### config.mk
export PLATFORM = sky130hd
export DESIGN_NAME = alu_req_arbiter
export DESIGN_NICKNAME = d
export VERILOG_FILES = /design/src/rtl/alu_req_arbiter_pkg.sv /design/src/rtl/alu_req_arbiter_rr_arb2.sv /design/src/rtl/alu_req_arbiter.sv
export SDC_FILE = /design/constraint.sdc
export NUM_CORES = 1
export LEC_CHECK = 0
export CORE_AREA = 2 2 146 148
export DETAILED_ROUTE_END_ITERATION = 10
export DIE_AREA = 0 0 148 150
export SYNTH_ARGS = -nofsm -noshare
export SYNTH_HDL_FRONTEND = slang
export SYNTH_SLANG_ARGS = --single-unit
### constraint.sdc
create_clock -name i_clk -period 2.2 [get_ports i_clk]
set_input_delay 0.44 -clock i_clk [delete_from_list [all_inputs] [get_ports i_clk]]
set_output_delay 0.44 -clock i_clk [all_outputs]
set_load 0.02 [all_outputs]
### src/rtl/alu_req_arbiter_pkg.sv
// Shared types and defaults for the two-requester ALU front end.
package alu_ctrl_pkg;

   localparam int DATA_W_DEF = 32;
   localparam int SEL_W_DEF  = 3;

   // Controller phases: arbitrate, wait out the ALU pipeline, hold the response.
   typedef enum logic [1:0] {
      ST_IDLE = 2'd0,
      ST_WAIT = 2'd1,
      ST_RESP = 2'd2
   } state_t;

   // One requester's operation at the default widths.
   typedef struct packed {
      logic [DATA_W_DEF-1:0] a;
      logic [DATA_W_DEF-1:0] in0;
      logic [DATA_W_DEF-1:0] in1;
      logic [SEL_W_DEF-1:0]  select;
   } alu_req_t;

endpackage

### src/rtl/alu_req_arbiter_rr_arb2.sv
// Two-way round-robin grant with a last-winner pointer.
module rr_arb2 (
   input  logic       i_clk,
   input  logic       i_reset,
   input  logic [1:0] i_valid,
   input  logic       i_accept,
   output logic       o_any,
   output logic       o_grant_id
);

   logic r_ptr;
   logic w_grant_id;

   // When both ask, the one the pointer does not name wins; otherwise the sole asker.
   always_comb begin
      w_grant_id = i_valid[1];
      if (&i_valid) begin
         w_grant_id = ~r_ptr;
      end
   end

   // Pointer holds the last accepted winner; reset value 1 lets requester 0 go first.
   always_ff @(posedge i_clk) begin
      if (i_reset) begin
         r_ptr <= 1'b1;
      end else if (i_accept) begin
         r_ptr <= w_grant_id;
      end
   end

   assign o_any      = |i_valid;
   assign o_grant_id = w_grant_id;

endmodule

### src/rtl/alu_req_arbiter.sv
// Shares one ALU between two requesters: round-robin accept, fixed-latency
// wait, then a held response to the winner.
//
// Handshakes: a transfer happens on a rising edge where valid and ready are
// both high for the same bit. A requester may drop valid before its transfer
// without penalty; once o_rsp_valid is up, it and o_rsp_data stay put until
// the granted requester's i_rsp_ready is seen high at an edge.
module alu_req_arbiter
   import alu_ctrl_pkg::*;
#(
   parameter int DATA_W  = DATA_W_DEF,
   parameter int SEL_W   = SEL_W_DEF,
   parameter int ALU_LAT = 1
) (
   input  logic                i_clk,
   input  logic                i_reset,
   input  logic [1:0]          i_req_valid,
   output logic [1:0]          o_req_ready,
   input  logic [2*DATA_W-1:0] i_req_A,
   input  logic [2*DATA_W-1:0] i_req_in0,
   input  logic [2*DATA_W-1:0] i_req_in1,
   input  logic [2*SEL_W-1:0]  i_req_select,
   output logic [1:0]          o_rsp_valid,
   input  logic [1:0]          i_rsp_ready,
   output logic [DATA_W-1:0]   o_rsp_data,
   output logic [DATA_W-1:0]   o_alu_A,
   output logic [DATA_W-1:0]   o_alu_in0,
   output logic [DATA_W-1:0]   o_alu_in1,
   output logic [SEL_W-1:0]    o_alu_select,
   input  logic [DATA_W-1:0]   i_alu_out,
   output logic                o_busy,
   output logic                o_grant_id
);

   localparam int CNT_W = $clog2(ALU_LAT + 1);

   state_t             r_state;
   logic [CNT_W-1:0]   r_cnt;
   logic               r_grant;
   logic               r_rsp_valid;
   logic [DATA_W-1:0]  r_result;
   logic [DATA_W-1:0]  r_alu_a;
   logic [DATA_W-1:0]  r_alu_in0;
   logic [DATA_W-1:0]  r_alu_in1;
   logic [SEL_W-1:0]   r_alu_sel;

   logic               w_any;
   logic               w_win;
   logic               w_accept;
   logic [1:0]         w_req_ready;
   logic [DATA_W-1:0]  w_op_a;
   logic [DATA_W-1:0]  w_op_in0;
   logic [DATA_W-1:0]  w_op_in1;
   logic [SEL_W-1:0]   w_op_sel;

   rr_arb2 u_arb (
      .i_clk      (i_clk),
      .i_reset    (i_reset),
      .i_valid    (i_req_valid),
      .i_accept   (w_accept),
      .o_any      (w_any),
      .o_grant_id (w_win)
   );

   // Offer ready to the arbitration winner only while idle and out of reset.
   always_comb begin
      w_req_ready = 2'b00;
      if ((r_state == ST_IDLE) && !i_reset && w_any) begin
         w_req_ready = w_win ? 2'b10 : 2'b01;
      end
   end

   assign w_accept = |(w_req_ready & i_req_valid);

   // Pick the winner's operand slice for latching at the accept edge.
   always_comb begin
      w_op_a   = w_win ? i_req_A[2*DATA_W-1 -: DATA_W]      : i_req_A[DATA_W-1:0];
      w_op_in0 = w_win ? i_req_in0[2*DATA_W-1 -: DATA_W]    : i_req_in0[DATA_W-1:0];
      w_op_in1 = w_win ? i_req_in1[2*DATA_W-1 -: DATA_W]    : i_req_in1[DATA_W-1:0];
      w_op_sel = w_win ? i_req_select[2*SEL_W-1 -: SEL_W]   : i_req_select[SEL_W-1:0];
   end

   // Controller: latch on accept, count down the ALU latency, hold the result.
   always_ff @(posedge i_clk) begin
      if (i_reset) begin
         r_state     <= ST_IDLE;
         r_cnt       <= '0;
         r_grant     <= 1'b0;
         r_rsp_valid <= 1'b0;
         r_result    <= '0;
         r_alu_a     <= '0;
         r_alu_in0   <= '0;
         r_alu_in1   <= '0;
         r_alu_sel   <= '0;
      end else begin
         case (r_state)
            ST_IDLE: begin
               if (w_accept) begin
                  r_alu_a   <= w_op_a;
                  r_alu_in0 <= w_op_in0;
                  r_alu_in1 <= w_op_in1;
                  r_alu_sel <= w_op_sel;
                  r_grant   <= w_win;
                  r_cnt     <= CNT_W'(ALU_LAT);
                  r_state   <= ST_WAIT;
               end
            end
            ST_WAIT: begin
               // Zero count means the ALU output now reflects the latched operands.
               if (r_cnt == '0) begin
                  r_result    <= i_alu_out;
                  r_rsp_valid <= 1'b1;
                  r_state     <= ST_RESP;
               end else begin
                  r_cnt <= r_cnt - 1'b1;
               end
            end
            ST_RESP: begin
               if (i_rsp_ready[r_grant]) begin
                  r_rsp_valid <= 1'b0;
                  r_state     <= ST_IDLE;
               end
            end
            default: begin
               r_state <= ST_IDLE;
            end
         endcase
      end
   end

   assign o_req_ready  = w_req_ready;
   assign o_rsp_valid  = r_rsp_valid ? (r_grant ? 2'b10 : 2'b01) : 2'b00;
   assign o_rsp_data   = r_result;
   assign o_alu_A      = r_alu_a;
   assign o_alu_in0    = r_alu_in0;
   assign o_alu_in1    = r_alu_in1;
   assign o_alu_select = r_alu_sel;
   assign o_busy       = (r_state != ST_IDLE);
   assign o_grant_id   = r_grant;

endmodule

Word level (Yosys, flattened, before mapping)
Index checks and enable logic that the tools add are counted.
{"block": "op_classes", "shifts": 0, "n_eq_ne": 5, "bitwise_logic": 3, "add_sub_neg": 1, "div": 0, "muxes": 21, "n_reduce_logical": 15, "n_lt_le_gt_ge": 1, "mul": 0}
{"cell": "$mux W32", "count": 3}
{"cell": "$mux W2", "count": 7}
{"cell": "$reduce_and A2 Y1", "count": 4}
{"cell": "$mux W1", "count": 7}
{"cell": "$pmux W2 S3", "count": 1}
{"cell": "$reduce_and A3 Y1", "count": 2}
{"cell": "$reduce_bool A2 Y1", "count": 3}
{"cell": "$ne A2 B2 Y1 const B", "count": 2}
{"cell": "$pmux W1 S2", "count": 2}
{"cell": "$reduce_or A2 Y1", "count": 2}
{"cell": "$mux W3", "count": 1}
{"cell": "$and A2 B2 Y2", "count": 1}
{"cell": "$eq A2 B1 Y1 const B", "count": 1}
{"cell": "$eq A2 B2 Y1 const B", "count": 1}
{"cell": "$logic_and A1 B1 Y1", "count": 2}
{"cell": "$logic_not A2 Y1", "count": 1}
{"cell": "$lt A1 B2 Y1 const B", "count": 1}
{"cell": "$ne A2 B1 Y1 const B", "count": 1}
{"cell": "$not A1 Y1", "count": 2}
{"cell": "$logic_not A1 Y1", "count": 1}
{"cell": "$sub A1 B1 Y1 const B", "count": 1}
{"block": "totals", "output_inout_bits": 137, "ff_bits": 137, "input_bits": 236, "wordCells": 56, "memories": 0, "mem_bits_rw": 0, "latchBits": 0, "rom_bits": 0}

Logic depth before layout (Yosys ltp)
{"block": "logic_depth", "depth_word": 8, "depth_mapped": 7}

By module
From an unflattened synthesis, not the netlist that was laid out.
{"block": "unflattened", "hier_cells": 629, "area_unflattened_um2": 6941.7}
{"module": "alu_req_arbiter", "seq_area_each_um2": 2722.6, "area_each_um2": 6892.9, "n_inst": 1, "cells_each": 624}
{"module": "rr_arb2", "seq_area_each_um2": 20.0, "area_each_um2": 48.8, "n_inst": 1, "cells_each": 5}

Worst setup path after synthesis
Ideal clock, no wire load.
{"block": "synth_timing", "path_kind": "input -> output", "startpoint": "input port i_reset", "endpoint": "output port o_req_ready[1]", "t_required_ns": 1.760, "arrival_time_ns": 1.356, "path_stages": 5, "path_slack_ns": 0.404, "path_buffers": 3, "path_cell_list": "buf_2 nor3_2 buf_2 buf_4 and2_1"}
{"block": "synth_between", "elab_chain_len": 4}
{"element": "start: declaration", "line_no": "alu_req_arbiter.sv:16", "rtl": "input logic i_reset,"}
{"element": "$logic_not A1 Y1", "line_no": "alu_req_arbiter.sv:68", "rtl": "if ((r_state == ST_IDLE) && !i_reset && w_any) begin"}
{"element": "$logic_and A1 B1 Y1 (2 in a row)", "line_no": "alu_req_arbiter.sv:68"}
{"element": "$mux W2", "line_no": "alu_req_arbiter.sv:68"}
{"element": "end: declaration", "line_no": "alu_req_arbiter.sv:18", "rtl": "output logic [1:0] o_req_ready,"}
No other way between the ends.

Final worst setup path
{"block": "layout_timing", "startpoint": "input port i_req_valid[0]", "endpoint": "output port o_req_ready[0]"}
{"block": "layout_between", "elab_chain_len": 4, "word_cells_on_any_way": 6, "cone_classes": "mux (3); reduce/logical (3)"}
{"element": "start: declaration", "line_no": "alu_req_arbiter.sv:17", "rtl": "input logic [1:0] i_req_valid,"}
{"element": "$reduce_and A2 Y1", "line_no": "alu_req_arbiter_rr_arb2.sv:17", "rtl": "if (&i_valid) begin"}
{"element": "$mux W1", "line_no": "alu_req_arbiter_rr_arb2.sv:17"}
{"element": "$mux W2", "line_no": "alu_req_arbiter.sv:69", "rtl": "w_req_ready = w_win ? 2'b10 : 2'b01;"}
{"element": "$mux W2 *", "line_no": "alu_req_arbiter.sv:68"}
Mark *: on every way between the ends. The rest lies on a longest branch, timed or not.

==> impl_metrics.yaml <==
run:
  maxCapViolCount: 0
cts:
  post_cts_buffers: 0
  clk_path_buf_depth: 2
  clock_sinks: 137
  htreeDepth: 4
  clk_pin_slew_ns: 0.06
  cts_made_buffers: 17
  clk_latency_ns: 0.42
  hold_buffers: 0
  cts-root-buf: "clkbuf_16"
  cts_tree: "yes"
die:
  die_area_mm2: 0.02220
  core_area_mm2: 0.02069
  die_h_um: 150
  rows: 53
  start_util_pct: 25.60
  io_pins: 373
  die_x_um: 148
detailed_routing:
  route.detailed.drc: 0
  vias_per_cell: 4.803
  avgRoutedWirePerCell_um: 18.13
  drt_first_pass_iters: 4
  vias: 5696
  ant_nets: 0
  drt-total-wl_um: 21500
  first_iter_violations: 235
yosys:
  avgSynthCellArea_um2: 9.718
  syn_nets: 781
  synth_commonest_cells: "dfxtp_1 (137), and3_1 (88), a221o_1 (87), nand2_1 (66), a21oi_1 (37)"
  synth_top_area_share_pct: 51.78
  yosysWarnings: 0
  synth_edf_count: 0
  ys.flop_type: "dfxtp_1"
  postSynthCellCount: 545
  synth_cell_type_count: 29
  synth.most_common_cell: "dfxtp_1"
  ys_top_cells_by_area: "dfxtp_1 (52%), a221o_1 (16%), and3_1 (10%)"
  synth.largest_area_cell: "dfxtp_1"
  postSynth.asyncResetShare_pct: 0
  synth.ff_latch_count: 137
  syn_area_mm2: 0.005296
  synth.yosys.seq_area_share_pct: 51.78
power_and_ir_drop:
  p_per_area_mw_per_mm2: 801.9
  p_leak_nw: 3.983
  p_total_mw: 7.962
  p_seq_share_pct: 36.4
  sw_frac_of_total_pct: 27.68
  power.share.clock_pct: 38.4
  p_switching_mw: 2.204
  p_int_mw: 5.758
  ir_worst_vdd_uv: 360.7
  p_comb_share_pct: 25.2
sta:
  rsz0062_at_grt: "false"
  tns_ns: 0
  min_period_over_period_pct: 96.09
  worst_pin_slew_ns: 0.7257
  whs_ns: 0.4510
  max_freq_mhz: 473.1
  slew_violations: 0
  slew-limit-headroom_pct: 51.62
  hold_violations: 0
  finalClockSkew_ns: 0.01708
  setup_violations: 0
  period_minus_slack_ns: 2.114
worst_setup_path:
  critPathBufInv: 3
  crit_slowest_cell: "clkdlybuf4s50_1"
  worstPathCellList: "clkdlybuf4s50_1 -> buf_4 -> and3_4 -> dlygate4sd2_1"
  reg2reg_depth: 5
  path_depth: 4
  crit_type: "input pin to output port"
  cp_max_fo: 3
  start_kind: "input pin"
  cpPeakStageDelay_ns: 0.57
  cp.arrival_ns: 1.67
  critPathTopFamily: "buffers and inverters"
  required_ns: 1.76
  cp-end-kind: "output port"
final_layout:
  drive_gt1_share_pct: 6.257
  diodes: 0
  syn_to_final_growth_pct: 87.48
  nFillCells: 2025
  fin_nets: 1134
place:
  dp.final_hpwl_um: 15330
  gp_congestion: 0.8135
  io_buffers: 372
global_routing:
  antenna_found_initial: 0
  grt_pass1_wl_um: 32070
  grt_overflow: 0
  grt_pass1_vias: 5592
  grt_start_max_net_pins: 62
  grt_use_total_pct: 18.56
hold_path:
  min_path_type: "flip-flop to flip-flop"
  hold_path_depth: 2
outcome:
  status: "finished clean"
[layout make-up]
cell class | count | area (um^2) | share of cell area [%]
Sequential cell | 137 | 2743 | 27.62
Tap cell | 275 | 344.1 | 3.465
Clock buffer | 22 | 454.2 | 4.574
Inverter | 2 | 7.507 | 0.07560
Timing Repair Buffer | 393 | 3914 | 39.42
Multi-Input combinational cell | 347 | 2300 | 23.16
Clock inverter | 10 | 167.7 | 1.689
[worst paths after layout]
path                                      end                   startpoint  slack (ns)
setup / recovery               o_req_ready[0]               i_req_valid[0]        0.09
hold / removal    o_rsp_data[10]$_SDFFE_PP0P_  o_rsp_data[10]$_SDFFE_PP0P_        0.45
setup reg to reg   o_alu_in0[10]$_SDFFE_PP0P_      r_state[0]$_SDFFE_PP0P_        0.37
hold reg to reg   o_rsp_data[10]$_SDFFE_PP0P_  o_rsp_data[10]$_SDFFE_PP0P_        0.45
[power by group through the flow]
| stage | sequential [mW] | combinational, mW | clock [mW] |
|---|---|---|---|
| finish | 2.90 | 2.00 | 3.06 |
| global route | 2.93 | 2.13 | 3.25 |
| CTS | 2.90 | 2.02 | 3.14 |
| detailed placement | 2.95 | 2.02 | 0 |
| global placement | 2.95 | 2.00 | 0 |
| floorplan | 3.24 | 0.574 | 0 |
[layer usage]
metal  wire length, um  global-route usage (%)  vias up
met5                 0                       0        -
met4               524                   7.000        0
met3              1491                   5.640       29
met2             10160                   29.68      225
met1              9320                   23.58     2661
li1                  -                       -     2781
[worst reg2reg max path: stages (launching register included)]
cell,delay [ns]
dfxtp_1,0.38
nor3_4,0.27
and3_4,0.23
buf_4,0.34
buf_12,0.32
a221o_1,0.26
[per-stage QoR]
| step | instance area, um^2 | instances | utilization (%) | setup slack [ns] |
|---|---|---|---|---|
| detailed placement | 9308 | 1154 | 44.99 | -0.1891 |
| floorplan | 5296 | 545 | - | 0.4038 |
| CTS | 9927 | 1186 | 47.98 | 0.007053 |
| global placement | 9308 | 1154 | 44.99 | -0.1760 |
| global route | 9930 | 1186 | 47.99 | 0.02370 |
| finish | 9930 | 1186 | 47.99 | 0.08606 |
[what timing repair did]
item | CTS | global route
endpoints found under the setup margin | 2 | 1
cloned | 0 | 0
gates resized for setup | 2 | 1
[cell families (layout without fill, tap and decap cells)]
family	count (synthesis)	after routing	synth area share, %
mux	1	1	0.1890
buf+inv	61	427	5.386
simple gates	193	193	19.42
compound gates	153	153	23.22
flops	137	137	51.78
[sequential cells by signal (all words and copies together), names as in the netlist]
name          flops
o_alu_A          32
u_arb.r_ptr       1
o_alu_select      3
o_grant_id        1
o_rsp_data       32
o_alu_in1        32
r_rsp_valid       1
r_state           2
o_alu_in0        32
r_cnt             1
[layout by cell type, fill, tap and decap left out, types with 2 or more instances in the layout]
cell,netlist,final
and2_1,2,2
a31oi_1,12,12
nand2_1,66,66
nor3_1,2,2
clkinv_4,0,3
clkdlybuf4s50_1,0,368
clkbuf_16,0,17
bufinv_16,0,4
inv_1,2,2
o21ai_0,14,14
and3_1,88,87
nor2b_1,3,3
buf_4,5,18
nand4_1,12,12
a221o_1,87,87
dfxtp_1,137,137
dlygate4sd2_1,0,2
nand3_1,12,12
buf_12,0,3
a21oi_1,37,37
clkbuf_1,33,4
nor2_1,2,2
No activity file was read; power rests on OpenSTA's default activity.
